File: src/rtl/i2s_tx.sv
// I2S / left-justified serializer: one 16-bit sample per 32-slot frame, sent on both channels.
// Define I2S_TX_LJ_EN for left-justified framing; the default is standard Philips I2S.
module i2s_tx #(
  parameter int BCLK_DIV  = 4,
  parameter bit SIGNED_IN = 1'b0
) (
  input  logic        clk,
  input  logic        rst_n,
  input  logic        ena,
  input  logic [15:0] data,
  output logic        bclk,
  output logic        lrclk,
  output logic        sdata,
  output logic        sample_strobe
);

  localparam logic [7:0] DIV_LAST = 8'(BCLK_DIV - 1);

  logic [7:0]  div;
  logic [4:0]  s;
  logic [15:0] shadow;
  logic        run;
  logic [15:0] conv;
  logic [4:0]  s_nxt;

  assign conv  = SIGNED_IN ? data : {~data[15], data[14:0]};
  assign s_nxt = s + 5'd1;

  // Word select for a given slot; I2S leads the MSB by one bit clock.
  function automatic logic word_sel(input logic [4:0] slot);
    logic [4:0] ahead;
    ahead = slot + 5'd1;
`ifdef I2S_TX_LJ_EN
    word_sel = slot[4];
`else
    word_sel = ahead[4];
`endif
  endfunction

  always_ff @(posedge clk or negedge rst_n) begin
    if (!rst_n) begin
      div           <= '0;
      s             <= '0;
      shadow        <= '0;
      run           <= 1'b0;
      bclk          <= 1'b0;
      lrclk         <= 1'b0;
      sdata         <= 1'b0;
      sample_strobe <= 1'b0;
    end else begin
      sample_strobe <= 1'b0;
      if (!ena) begin
        run   <= 1'b0;
        div   <= '0;
        s     <= '0;
        bclk  <= 1'b0;
        lrclk <= 1'b0;
        sdata <= 1'b0;
      end else if (!run) begin
        run           <= 1'b1;
        div           <= '0;
        s             <= '0;
        bclk          <= 1'b0;
        shadow        <= conv;
        sdata         <= conv[15];
        lrclk         <= word_sel(5'd0);
        sample_strobe <= 1'b1;
      end else if (div == DIV_LAST) begin
        div  <= '0;
        bclk <= ~bclk;
        // Falling bclk: advance slot and present its data/word select.
        if (bclk) begin
          s     <= s_nxt;
          lrclk <= word_sel(s_nxt);
          if (s_nxt == 5'd0) begin
            shadow        <= conv;
            sdata         <= conv[15];
            sample_strobe <= 1'b1;
          end else begin
            sdata <= shadow[~s_nxt[3:0]];
          end
        end
      end else begin
        div <= div + 8'd1;
      end
    end
  end

endmodule

File: config.mk
export PLATFORM = sky130hd
export DESIGN_NAME = i2s_tx
export DESIGN_NICKNAME = d
export VERILOG_FILES = /design/src/rtl/i2s_tx.sv
export SDC_FILE = /design/constraint.sdc
export NUM_CORES = 1
export LEC_CHECK = 0
export ABC_AREA = 1
export BUFFER_PORTS_ARGS = -buffer_cell sky130_fd_sc_hd__buf_2
export CORE_ASPECT_RATIO = 0.9
export CORE_MARGIN = 2
export CORE_UTILIZATION = 56
export CTS_CLUSTER_DIAMETER = 30
export DETAILED_ROUTE_END_ITERATION = 10
export GPL_TIMING_DRIVEN = 0
export PLACE_DENSITY = 0.78
export SYNTH_ARGS = -nofsm -noshare
export SYNTH_HDL_FRONTEND = slang
export SYNTH_SLANG_ARGS = --single-unit
File: constraint.sdc
create_clock -name clk -period 1.9 [get_ports clk]
set_input_delay 0.19 -clock clk [delete_from_list [all_inputs] [get_ports clk]]
set_output_delay 0.19 -clock clk [all_outputs]
set_load 0.005 [all_outputs]
==> flow_summary.ini, run 1 <==
[worst_setup_path]
critical_path_class = register to register
rr_endpoint = shadow[9]
crit_path_start_kind = register
reg2reg_from = s[0]
critPathCapture = shadow[9]
worstPathArrival_ns = 1.98
worstSetupStartpoint = s[0]
r2r_setup_slack_ns = 0.16
critPathRequiredTime_ns = 2.14
largest_driver_fanout_on_the_critical_path = 10
endpoint_kind = register
timing.reg2reg.worst_path_depth = 11

[placement]
routabilityCongestion = 0.8602
portBuffers = 22
dpl-instance-area_um2 = 1873
hpwlAfterDp_mm = 2.451
placement.setup.worst_slack_ns = 0.03507

[drt]
antenna_left = 0
drtPass1Iterations = 4
wl_per_cell_um = 11.90
routed_via_density = 5.088
first_iter_violations = 136
route.vias.total = 1496
post-route-drc-count = 0
drt_wl_total_mm = 3.499

[status]
outcome = completed

[sta]
period_share_pct = 91.57
slew_viol_final = 0
timing.max_slew.rel_slack_pct = 50.88
setup_tns_ns = 0
tightest_slew_ns = 0.7368
report.final.hold_viol_count = 0
setup_repair_after_global_routing_missed_its_margin = no
fmax_mhz = 574.8
fin_skew_ns = 0.01265
timing.final.crit_period_ns = 1.740
setup_ws_ns = 0.1602
report.final.setup_viol = 0

[synth]
syn_area_um2 = 1710
yosysUniqueCellTypes = 24
cell_accounting_for_the_most_synthesized_area = sky130_fd_sc_hd__dfrtp_1
synthDominantCellAreaShare_pct = 49.74
ys_seq_area_share_pct = 49.74
syn_inst = 219
postSynthNetCount = 241
yosysWarnings = 0
syn_area_per_cell_um2 = 7.810
ys_seq_elements = 34
yosys-top-cells-area = sky130_fd_sc_hd__dfrtp_1 (50%), sky130_fd_sc_hd__nand2_1 (16%), sky130_fd_sc_hd__nand3_1 (12%), sky130_fd_sc_hd__inv_1 (4.2%), sky130_fd_sc_hd__nor2_1 (3.7%)

[power_and_ir_drop]
leakage_nw = 1.041
share_comb_of_total_power_pct = 10.9
power.switching_fraction_pct = 26.18
total_switching_power_uw = 363.3
sequential_power_share_pct = 58.7
power_per_cell_area_nw_per_um2 = 704.6
power.ir.vdd_worst_v = 0.0005371
intPower_mw = 1.024
power.total_mw = 1.388
pwr-share-clk_pct = 30.4

[clock_tree]
insertion_delay_ns = 0.35
clkSlewWorstSetupHoldPaths_ns = 0.10
max-clock-path-buffers = 2
cts-root-buf = sky130_fd_sc_hd__clkbuf_4
numCtsBuffers = 5
cts_tree = done
cts.htree.levels = 2
cts_num_sinks = 34

[global_route]
met1_usage_pct = 29.55
first_global_vias = 1344
antenna_found_initial = 0
globalRouteMet2Util_pct = 35.09
grt_start_max_net_pins = 35
globalRoute.busiestLayer = met2
global_route.usage.total_pct = 22.47
globalRouteMet3Util_pct = 7.214
globalRouteOverflowTotal = 0
global_route_wire_length_before_repair_mm = 5.954

[die]
die_height_um = 56.43
coreArea_um2 = 2972
num_rows = 19
floorplan.die_area_um2 = 3513
initial_utilization_pct = 57.56
pin_count = 23
die_width_um = 62.26

[finish]
antenna_cells = 0
fill_cells = 275
post_route_cells_drive_above_1_share_pct = 17.46
final_net_count = 273
synthToLayoutAreaGrowth_pct = 15.14
design_area_um2 = 1969

[min_path]
hold_path_class = input port to register

[job]
drv.max_cap_violation_count = 0
[worst max-delay path, stage by stage, from the launching register on]
cell	delay, ns
sky130_fd_sc_hd__dfrtp_2	0.45
sky130_fd_sc_hd__ha_1	0.22
sky130_fd_sc_hd__nand2_2	0.07
sky130_fd_sc_hd__nor2_2	0.10
sky130_fd_sc_hd__nand2_1	0.07
sky130_fd_sc_hd__nand2_2	0.10
sky130_fd_sc_hd__nand3_2	0.10
sky130_fd_sc_hd__nand2_4	0.13
sky130_fd_sc_hd__nand2_4	0.10
sky130_fd_sc_hd__buf_6	0.16
sky130_fd_sc_hd__nand2_1	0.06
sky130_fd_sc_hd__nand2_1	0.05
[cell families (layout without fill, tap and decap cells)]
family	after synthesis	after routing	share of synthesized area, %
buf+inv	25	58	6.217
compound gates	14	14	4.974
flops	34	34	49.74
simple gates	142	142	36.36
xor+xnor	1	1	0.5122
fa+ha+maj	3	3	2.195
[flip-flops by register name, indices dropped and copies added, names as in the netlist]
register	count
bclk	1
div	8
lrclk	1
run	1
s	5
sample_strobe	1
sdata	1
shadow	16
[Yosys cell counts]
cell type / instances
sky130_fd_sc_hd__a21oi_1: 5
sky130_fd_sc_hd__a21oi_4: 1
sky130_fd_sc_hd__a31oi_1: 1
sky130_fd_sc_hd__buf_2: 1
sky130_fd_sc_hd__buf_4: 1
sky130_fd_sc_hd__buf_6: 1
sky130_fd_sc_hd__clkbuf_1: 1
sky130_fd_sc_hd__clkinv_1: 1
sky130_fd_sc_hd__dfrtp_1: 34
sky130_fd_sc_hd__ha_1: 3
sky130_fd_sc_hd__inv_1: 19
sky130_fd_sc_hd__inv_2: 1
sky130_fd_sc_hd__nand2_1: 73
sky130_fd_sc_hd__nand2_2: 2
sky130_fd_sc_hd__nand2_4: 2
sky130_fd_sc_hd__nand3_1: 42
sky130_fd_sc_hd__nand3_2: 1
sky130_fd_sc_hd__nand4_1: 2
sky130_fd_sc_hd__nor2_1: 17
sky130_fd_sc_hd__nor2_2: 1
sky130_fd_sc_hd__nor3_1: 2
sky130_fd_sc_hd__o21ai_0: 5
sky130_fd_sc_hd__o22ai_1: 2
sky130_fd_sc_hd__xor2_1: 1
[metal layers]
| metal | vias to the layer above | wire length (um) |
|---|---|---|
| li1 | 773 | - |
| met3 | 7 | 235 |
| met2 | 43 | 1605 |
| met4 | 0 | 59 |
| met5 | - | 0 |
| met1 | 673 | 1599 |
[layout by cell type (no fill, tap or decap), types with 2 or more instances in the layout]
cell / netlist / final
sky130_fd_sc_hd__nor2_1: 17 / 17
sky130_fd_sc_hd__nand2_4: 2 / 2
sky130_fd_sc_hd__o22ai_1: 2 / 2
sky130_fd_sc_hd__dfrtp_1: 34 / 32
sky130_fd_sc_hd__o21ai_0: 5 / 5
sky130_fd_sc_hd__a21oi_1: 5 / 5
sky130_fd_sc_hd__nand4_1: 2 / 2
sky130_fd_sc_hd__ha_1: 3 / 3
sky130_fd_sc_hd__clkbuf_1: 1 / 2
sky130_fd_sc_hd__buf_2: 1 / 22
sky130_fd_sc_hd__dfrtp_2: 0 / 2
sky130_fd_sc_hd__nand3_1: 42 / 42
sky130_fd_sc_hd__inv_1: 19 / 19
sky130_fd_sc_hd__clkbuf_4: 0 / 6
sky130_fd_sc_hd__nand2_2: 2 / 2
sky130_fd_sc_hd__nor3_1: 2 / 2
sky130_fd_sc_hd__nand2_1: 73 / 73
sky130_fd_sc_hd__buf_4: 1 / 2
sky130_fd_sc_hd__dlygate4sd3_1: 0 / 2
[power by group through the flow]
stage / combinational [mW] / clock [mW] / sequential, mW
global placement: 0.144 / 0 / 0.827
finish: 0.151 / 0.421 / 0.815
floorplan: 0.0953 / 0 / 0.821
global route: 0.180 / 0.461 / 0.821
detailed placement: 0.149 / 0 / 0.828
CTS: 0.153 / 0.433 / 0.814
[per-stage QoR]
| step | util, % | hold WS (ns) | instances |
|---|---|---|---|
| floorplan | - | -0.1056 | 219 |
| global placement | 63.03 | 0.2944 | 283 |
| detailed placement | 63.03 | 0.2957 | 283 |
| CTS | 65.73 | 0.05220 | 293 |
| global route | 66.27 | 0.04438 | 294 |
| finish | 66.27 | 0.05731 | 294 |
[what timing repair did]
| item | CTS | global route |
|---|---|---|
| hold buffers | 2 | 0 |
| setup endpoints to repair | 0 | 6 |
| buffers inserted | 0 | 1 |
| endpoints found under the hold margin | 35 | 0 |
| resized for setup | 0 | 4 |
[cell type report]
type / instances / area [um^2] / area share [%]
timing repair buffer: 25 / 137.6 / 6.989
inverter: 21 / 82.58 / 4.193
multi-input combinational: 160 / 753.2 / 38.25
tap: 42 / 52.55 / 2.668
sequential: 34 / 853.3 / 43.33
clock buffer: 7 / 55.05 / 2.795
clock inverter: 1 / 5.005 / 0.2541
buffer: 4 / 30.03 / 1.525
[worst min path at each step]
stage | from | end | slack, ns | cells past startpoint
after floorplan | rst_n | bclk | -0.11 | 0
after global placement | rst_n | div[0] | 0.29 | 1
after detailed placement | rst_n | div[0] | 0.30 | 1
after CTS | data[1] | shadow[1] | 0.05 | 3
after global routing | data[11] | shadow[11] | 0.04 | 3
final | data[10] | shadow[10] | 0.06 | 3
Note: power is estimated with default switching activity, not from simulation.
==> inputs of run 2 (changes only) <==
--- a/config.mk
+++ b/config.mk
@@ -6,14 +6,14 @@
 export NUM_CORES = 1
 export LEC_CHECK = 0
 export ABC_AREA = 1
-export BUFFER_PORTS_ARGS = -buffer_cell sky130_fd_sc_hd__buf_2
+export BUFFER_PORTS_ARGS = -buffer_cell sky130_fd_sc_hd__buf_4
 export CORE_ASPECT_RATIO = 0.9
 export CORE_MARGIN = 2
 export CORE_UTILIZATION = 56
 export CTS_CLUSTER_DIAMETER = 30
 export DETAILED_ROUTE_END_ITERATION = 10
 export GPL_TIMING_DRIVEN = 0
-export PLACE_DENSITY = 0.78
+export PLACE_DENSITY = 0.74
 export SYNTH_ARGS = -nofsm -noshare
 export SYNTH_HDL_FRONTEND = slang
 export SYNTH_SLANG_ARGS = --single-unit
==> constraint.sdc (replaced) <==
create_clock -name clk -period 1.65 [get_ports clk]
set_input_delay 0.165 -clock clk [delete_from_list [all_inputs] [get_ports clk]]
set_output_delay 0.165 -clock clk [all_outputs]
set_load 0.005 [all_outputs]
==> run 2 against run 1 <==
  * Via count increased by 4.6%
  * Power grew 24%
  * Routed wire length grew 3.7%
  * Combinational power is 42% higher
  * Highest routed layer unchanged
==> flow_summary.ini, run 2 (synthesized netlist as in run 1, its figures left out) <==
[die]
floorplan.die_area_um2 = 3513
num_rows = 19
coreArea_um2 = 2972
pin_count = 23
die_width_um = 62.26
initial_utilization_pct = 57.56
die_height_um = 56.43

[finish]
commonest_non_fill_non_tap_cells_in_the_layout = sky130_fd_sc_hd__nand2_1 (63), sky130_fd_sc_hd__nand3_1 (42), sky130_fd_sc_hd__dfrtp_1 (33)
final_core_utilization_pct = 73.56
synthToLayoutAreaGrowth_pct = 27.80
antenna_cells = 0
final_net_count = 282
post_route_cells_drive_above_1_share_pct = 25.29
biggestRegsByFlops = shadow (16), div (8), s (5)
fill_cells = 252
largest_register = shadow
most_common_cell_after_layout_fill_and_taps_aside = sky130_fd_sc_hd__nand2_1
regArea_um2 = 852.1
largest_register_ff_count = 16
final_standard_cell_count_with_taps_included_and_fillers_excluded = 303
multiInputGateArea_um2 = 824.5

[drt]
drtPass1Iterations = 4
routed_via_density = 5.165
drt_wl_total_mm = 3.630
post-route-drc-count = 0
antenna_left = 0
wl_per_cell_um = 11.98
first_iter_violations = 99
route.vias.total = 1565

[power_and_ir_drop]
power.switching_fraction_pct = 24.96
leakage_nw = 1.124
share_comb_of_total_power_pct = 12.4
intPower_mw = 1.296
pwr-share-clk_pct = 32.9
total_switching_power_uw = 431.2
power_per_cell_area_nw_per_um2 = 790.3
power.ir.vdd_worst_v = 0.0005844
sequential_power_share_pct = 54.7

[worst_setup_path]
cp_top_family = simple AND/OR/NAND/NOR gates
maximum_cell_stage_delay_along_the_critical_path_ns = 0.40
crit_top_cell = sky130_fd_sc_hd__nand2_1
crit_slowest_cell = sky130_fd_sc_hd__dfrtp_1
endpoint_kind = register
worstPathArrival_ns = 1.83
timing.critical_path.cells = ha_4, inv_1, nor2_1, nand3_1, a21oi_4, nand2_8, buf_6, nand2_1, nand2_1
crit_path_start_kind = register
critPathRequiredTime_ns = 1.88
largest_driver_fanout_on_the_critical_path = 8
worstPathBufferInverterCount = 2
critical_path_class = register to register

[sta]
setup_repair_after_global_routing_missed_its_margin = yes
report.final.setup_viol = 0
fmax_mhz = 622.7
slew_viol_final = 0
report.final.hold_viol_count = 0
period_share_pct = 97.33
timing.final.crit_period_ns = 1.606
fin_skew_ns = 0.009942
tightest_slew_ns = 0.4803
timing.max_slew.rel_slack_pct = 67.98

[global_route]
globalRouteOverflowTotal = 0
grt_start_max_net_pins = 35
global_route_wire_length_before_repair_mm = 6.182
first_global_vias = 1386
global_route.usage.total_pct = 22.79
antenna_found_initial = 0

[clock_tree]
cts_num_sinks = 34
insertion_delay_ns = 0.34
cts_tree = done
max-clock-path-buffers = 2
cts-root-buf = sky130_fd_sc_hd__clkbuf_4
cts.htree.levels = 2
clkSlewWorstSetupHoldPaths_ns = 0.10
numCtsBuffers = 5

[placement]
routabilityCongestion = 0.8282
post-place-cells = 283
portBuffers = 22
hpwlAfterDp_mm = 2.498

[job]
drv.max_cap_violation_count = 0

[status]
outcome = completed

[min_path]
hold_path_class = input port to register
## run 2: worst paths after layout
kind | startpoint | end | slack, ns | depth (start not counted)
max | div[0] | shadow[8] | 0.04 | 9
min | data[10] | shadow[10] | 0.05 | 3
max reg2reg | div[0] | shadow[8] | 0.04 | 9
min reg2reg | div[7] | div[7] | 0.48 | 1
max in group asynchronous | rst_n | s[0] | 1.02 | 2
min in group asynchronous | rst_n | div[6] | 0.30 | 2
## run 2: cell type report
class / count / area share, %
Buffer: 4 / 1.546
Inverter: 21 / 3.663
Multi-Input combinational cell: 160 / 37.72
Tap cell: 42 / 2.404
Sequential cell: 34 / 38.98
Timing Repair Buffer: 34 / 12.08
Clock buffer: 8 / 3.606
## run 2: through the flow
stage               total power [mW]  cell area (um^2)  hold WS [ns]  setup TNS [ns]  worst slack [ns]
floorplan                      1.055              1710       -0.1306               0            0.1011
global placement               1.133              1928        0.1349         -0.4838           -0.1620
detailed placement             1.139              1928        0.1326         -0.6012           -0.1872
CTS                            1.712              2054       0.03955               0          0.002482
global route                   1.815              2186       0.04935         -0.7064          -0.06614
finish                         1.727              2186       0.04916               0           0.04407
## run 2: power groups by stage
stage	Sequential [mW]	Clock, mW	Combinational [mW]
global route	0.950	0.621	0.244
global placement	0.953	0	0.179
detailed placement	0.954	0	0.185
finish	0.945	0.568	0.214
CTS	0.938	0.583	0.191
floorplan	0.946	0	0.110
## run 2: repair_timing
action | CTS | global route
hold buffers | 2 | 0
endpoints found under the setup margin | 11 | 21
endpoints found under the hold margin | 35 | 0
setup buffers | 3 | 6
gates resized for setup | 3 | 22
pin swaps | 1 | 6
cloned | 0 | 1
## run 2: layer usage
layer	global-route usage (%)	part of all wire, %	wire, um
met1	32.93	48	1758
met2	33.23	45	1632
met3	6.613	5.8	211
met4	7.619	0.74	27
met5	0	0	0
## run 2: tightest hold or removal path: cells and delay by family
family | cells | cell delay (ns)
buffers and inverters | 1 | 0.07
AND/OR/NAND/NOR | 2 | 0.12
